<file path="config.mk">
export PLATFORM = sky130hd
export DESIGN_NAME = multi_timer
export DESIGN_NICKNAME = d
export VERILOG_FILES = /design/src/rtl/timer_pkg.sv /design/src/rtl/timer_channel.sv /design/src/rtl/multi_timer.sv
export SDC_FILE = /design/constraint.sdc
export NUM_CORES = 1
export LEC_CHECK = 0
export ABC_AREA = 1
export BUFFER_PORTS_ARGS = -buffer_cell sky130_fd_sc_hd__buf_2
export CAP_MARGIN = 20
export CORE_MARGIN = 1
export CORE_UTILIZATION = 60
export DETAILED_ROUTE_END_ITERATION = 8
export GPL_ROUTABILITY_DRIVEN = 0
export HOLD_SLACK_MARGIN = 0.12
export PLACE_DENSITY = 0.81
export SYNTH_ARGS = -nofsm -noshare
export SYNTH_HDL_FRONTEND = slang
export SYNTH_SLANG_ARGS = --single-unit
</file>
<file path="constraint.sdc">
create_clock -name clk -period 2 [get_ports clk]
set_clock_uncertainty 0.2 [all_clocks]
set_input_delay 0 -clock clk [delete_from_list [all_inputs] [get_ports clk]]
set_output_delay 0 -clock clk [all_outputs]
set_load 0.02 [all_outputs]
</file>
<file path="src/rtl/timer_pkg.sv">
// Shared types and helpers for the multi-channel seconds timer.
package timer_pkg;

    typedef enum logic {
        IDLE = 1'b0,
        RUN  = 1'b1
    } ch_state_t;

    // Number of bits needed to count 0..clk_hz-1 (at least one bit).
    function automatic int presc_width(input int clk_hz);
        int w;
        w = 1;
        for (int i = 1; i < 31; i++) begin
            if ((1 << i) < clk_hz) begin
                w = i + 1;
            end
        end
        return w;
    endfunction

endpackage

</file>
<file path="src/rtl/timer_channel.sv">
// One countdown channel: prescaler, seconds counter, run state and reload latch.
module timer_channel
    import timer_pkg::*;
#(
    parameter int CLK_HZ = 10000,
    parameter int CNT_W  = 16
) (
    input  logic             clk,
    input  logic             reset,
    input  logic             enable,
    input  logic             start,
    input  logic             abort,
    input  logic             periodic,
    input  logic [CNT_W-1:0] seconds,
    output logic             busy,
    output logic             finished,
    output logic [CNT_W-1:0] remaining
);

    localparam int            PW        = presc_width(CLK_HZ);
    localparam logic [PW-1:0] PRESC_MAX = PW'(CLK_HZ - 1);

    ch_state_t        state_reg, state_next;
    logic [PW-1:0]    presc_reg, presc_next;
    logic [CNT_W-1:0] rem_reg, rem_next;
    logic [CNT_W-1:0] reload_reg, reload_next;
    logic             periodic_reg, periodic_next;
    logic             finished_reg, finished_next;

    always_ff @(posedge clk or negedge reset) begin
        if (!reset) begin
            state_reg    <= IDLE;
            presc_reg    <= '0;
            rem_reg      <= '0;
            reload_reg   <= '0;
            periodic_reg <= 1'b0;
            finished_reg <= 1'b0;
        end else begin
            state_reg    <= state_next;
            presc_reg    <= presc_next;
            rem_reg      <= rem_next;
            reload_reg   <= reload_next;
            periodic_reg <= periodic_next;
            finished_reg <= finished_next;
        end
    end

    // Priority: abort, then start, then counting (only while enabled).
    always_comb begin
        state_next    = state_reg;
        presc_next    = presc_reg;
        rem_next      = rem_reg;
        reload_next   = reload_reg;
        periodic_next = periodic_reg;
        finished_next = 1'b0;
        if (abort) begin
            state_next = IDLE;
            presc_next = '0;
            rem_next   = '0;
        end else if (start) begin
            reload_next   = seconds;
            periodic_next = periodic;
            presc_next    = '0;
            if (seconds == '0) begin
                // A zero-length timer expires immediately, even while frozen.
                state_next    = IDLE;
                rem_next      = '0;
                finished_next = 1'b1;
            end else begin
                state_next = RUN;
                rem_next   = seconds;
            end
        end else if (state_reg == RUN && enable) begin
            if (presc_reg == PRESC_MAX) begin
                presc_next = '0;
                if (rem_reg <= CNT_W'(1)) begin
                    finished_next = 1'b1;
                    if (periodic_reg) begin
                        rem_next = reload_reg;
                    end else begin
                        rem_next   = '0;
                        state_next = IDLE;
                    end
                end else begin
                    rem_next = rem_reg - CNT_W'(1);
                end
            end else begin
                presc_next = presc_reg + PW'(1);
            end
        end
    end

    always_comb begin
        busy      = (state_reg == RUN);
        finished  = finished_reg;
        remaining = rem_reg;
    end

endmodule

</file>
<file path="src/rtl/multi_timer.sv">
// CH independent countdown channels sharing clock, reset and the global enable.
module multi_timer
    import timer_pkg::*;
#(
    parameter int CLK_HZ = 10000,
    parameter int CH     = 4,
    parameter int CNT_W  = 16
) (
    input  logic                clk,
    input  logic                reset,
    input  logic                enable,
    input  logic [CH-1:0]       start,
    input  logic [CH-1:0]       abort,
    input  logic [CH-1:0]       periodic,
    input  logic [CH*CNT_W-1:0] seconds,
    output logic [CH-1:0]       busy,
    output logic [CH-1:0]       finished,
    output logic [CH*CNT_W-1:0] remaining
);

    genvar gi;
    generate
        for (gi = 0; gi < CH; gi++) begin : g_ch
            timer_channel #(
                .CLK_HZ(CLK_HZ),
                .CNT_W (CNT_W)
            ) u_ch (
                .clk      (clk),
                .reset    (reset),
                .enable   (enable),
                .start    (start[gi]),
                .abort    (abort[gi]),
                .periodic (periodic[gi]),
                .seconds  (seconds[gi*CNT_W +: CNT_W]),
                .busy     (busy[gi]),
                .finished (finished[gi]),
                .remaining(remaining[gi*CNT_W +: CNT_W])
            );
        end
    endgenerate

endmodule

</file>
==> impl_metrics.yaml <==
global_routing:
  first_global_vias: 13100
  track_usage: 0.345
  antenna_found_initial: 1
  grt_overflow_total: 0
  grt_max_degree: 56
  grt_pass1_wl_um: 61100
worst_setup_path:
  regToRegStartpoint: "g_ch[1].u_ch.remaining[3]"
  reg2reg_slack_ns: 0.07
  crit_path_max_incr_delay_ns: 0.49
  arrival_ns: 2.11
  r2r_cells: 9
  setup.worst_path.end_class: "flip-flop"
  crit_top_cell: "nand2_1"
  path_class: "reg -> reg"
  startpoint_type: "flip-flop"
  worstPathRequired_ns: 2.18
  cp_max_fo: 7
  critical_path.slowest_cell: "dfrtp_1"
  reg2reg_to: "g_ch[1].u_ch.remaining[14]"
  cp_cell_sequence: "nor2_1 -> nand2_1 -> nor2_2 -> o21ai_0 -> nand2_1 -> nand2_1 -> nand2_1 -> nand2_1 -> nand2_1"
synth:
  synth-seq-area-share: 0.389
  synth_area_leaders: "dfrtp_1 39%, nand2_1 22%, nand3_1 7.5%"
  synth_top_area_frac: 0.389
  avgSynthCellArea_um2: 6.63
  ys_ff_latch: 196
  syn_nets: 1991
  syn_inst: 1900
  synth-async-reset-ratio: 1.00
  yosysMostFrequentCell: "nand2_1"
  yosysTopAreaCell: "dfrtp_1"
  yosys_warnings: 0
  synth_area_mm2: 0.0126
  ys.flop_type: "dfrtp_1"
  synth-edff-count: 0
  ys_top_cells_by_count: "740 x nand2_1, 208 x inv_1, 196 x dfrtp_1"
  synth_cell_type_count: 45
power_and_ir_drop:
  p_int_uw: 7930
  switchingPower_uw: 4730
  p_leak_uw: 0.00852
  seqPwrFrac: 0.378
  p_comb_frac: 0.350
  peakVddDrop_v: 0.000638
  powerDensity_mw_per_mm2: 786
  switching_share: 0.374
  clkPwrFrac: 0.273
routing:
  drc: 0
  vias: 13800
  drt_iter0_drc: 1198
  first_pass_iters: 6
  wl_per_cell_um: 15.1
  final_antenna_net_count: 0
  drt_wl_total_um: 37800
  via_per_inst: 5.54
cts:
  numCtsBuffers: 17
  clkSinkCount: 196
  clockBufferDepth: 2
  cts_tree: "yes"
  clk_latency_ns: 0.44
  ctsRootBufferMaster: "clkbuf_16"
  htree_num_levels: 4
  cts.clk_slew.worst_paths_ns: 0.07
placement:
  io_buffers: 150
  placed_area_mm2: 0.0139
  hpwl_um: 24200
  dpl.cell_count: 2322
  pre_cts_slack_ns: 0.00615
min_path:
  hold_path.class: "in -> reg"
  hp-start: "seconds[57]"
  worstHoldPathCells: 4
  hold_end: "g_ch[3].u_ch.reload_reg[9]"
finish:
  antennaDiodeCount: 0
  nets: 2305
  drive_gt1_frac: 0.163
  syn_to_final_growth_pct: 27.9
  fin_cells: 2496
  final_util: 0.789
  finalInstanceArea_mm2: 0.0161
sta:
  rsz0062_at_grt: "yes"
  tightest_slew_ns: 0.630
  slew-limit-headroom: 0.580
  max_freq_mhz: 518
  final-max-slew-violation-count: 0
  fin_crit_sh: 0.966
  setup_slack_ns: 0.0688
  min_period_ns: 1.93
  setup_viol_count_final: 0
  hold_viol: 0
floorplan:
  dieWidth_um: 147
  die_h_um: 147
  pin_count: 151
  rows: 52
  core_mm2: 0.0204
  initial_core_util: 0.617
  die_area_mm2: 0.0216
flow_run:
  maxCapViolations: 0
outcome:
  status: "completed"
-- through the flow --
step | setup TNS, ns | total power, uW | hold slack (ns)
global route | -0.315 | 13300 | 0.235
floorplan | 0 | 7310 | -0.496
global placement | 0 | 8450 | -0.242
CTS | 0 | 12300 | 0.191
finish | 0 | 12700 | 0.205
detailed placement | 0 | 8540 | -0.244
-- placed cells by master (no fill, tap or decap), drive strengths merged, types with 7 or more instances in the layout --
master / n
nand2: 754
buf: 220
inv: 217
nor2: 198
dfrtp: 196
nand3: 191
dlygate4sd3: 134
o21ai: 116
nand4: 34
nor3: 33
a21oi: 30
clkbuf: 22
xor2: 14
nand3b: 14
ha: 12
clkinv: 7
-- critical path, delay by kind of cell, from the launching register on --
family | cells | cell delay [ns]
AND/OR/NAND/NOR | 8 | 1.01
flip-flops | 1 | 0.49
AO/OA/AOI/OAI | 1 | 0.18
-- what timing repair did --
item,4_1_cts,5_1_grt
setup endpoints to repair,4,73
pin swaps,1,12
setup buffers,0,6
hold endpoints to repair,392,6
gates cloned,1,1
resized for setup,0,77
hold buffers,135,1
-- power by group through the flow --
| stage | Combinational (uW) | Sequential, uW | Clock (uW) |
|---|---|---|---|
| after global placement | 3670 | 4790 | 0 |
| after detailed placement | 3740 | 4800 | 0 |
| after floorplan | 2360 | 4950 | 0 |
| final | 4430 | 4780 | 3450 |
| after global routing | 4860 | 4830 | 3610 |
| after CTS | 4060 | 4730 | 3480 |
-- how the worst max path moves through the flow --
stage	endpoint	from	slack, ns	cells after the start
after floorplan	g_ch[3].u_ch.remaining[6]	g_ch[3].u_ch.remaining[0]	0.02	11
after global placement	g_ch[0].u_ch.remaining[10]	g_ch[0].u_ch.presc_reg[1]	0.06	9
after detailed placement	g_ch[0].u_ch.remaining[10]	g_ch[0].u_ch.presc_reg[1]	0.006	9
after CTS	g_ch[3].u_ch.remaining[14]	seconds[62]	0.002	13
after global routing	g_ch[1].u_ch.remaining[10]	g_ch[1].u_ch.remaining[3]	-0.06	10
final	g_ch[1].u_ch.remaining[14]	g_ch[1].u_ch.remaining[3]	0.07	9
-- cell type report --
class,count,area [um2]
multi-input cells,1424,6690
flip-flops and latches,196,4910
fillers,1425,4310
repair buffers,356,2750
inverters,219,843
clock buffers,20,447
well taps,270,338
clock inverters,11,128
-- metal layers --
layer / global-route usage / part of all wire
met1: 0.438 / 0.41
met2: 0.595 / 0.49
met3: 0.0472 / 0.074
met4: 0.136 / 0.030
met5: 0 / 0
-- kinds of logic after synthesis --
group,share of synthesized area
AOI/OAI and AO/OA,0.0673
xor gates and xnor gates,0.0139
adders and majority gates,0.0119
DFF,0.389
and+or+nand+nor,0.421
buffers and inverters,0.0951
muxes,0.00179
Note: power is estimated with default switching activity, not from simulation.
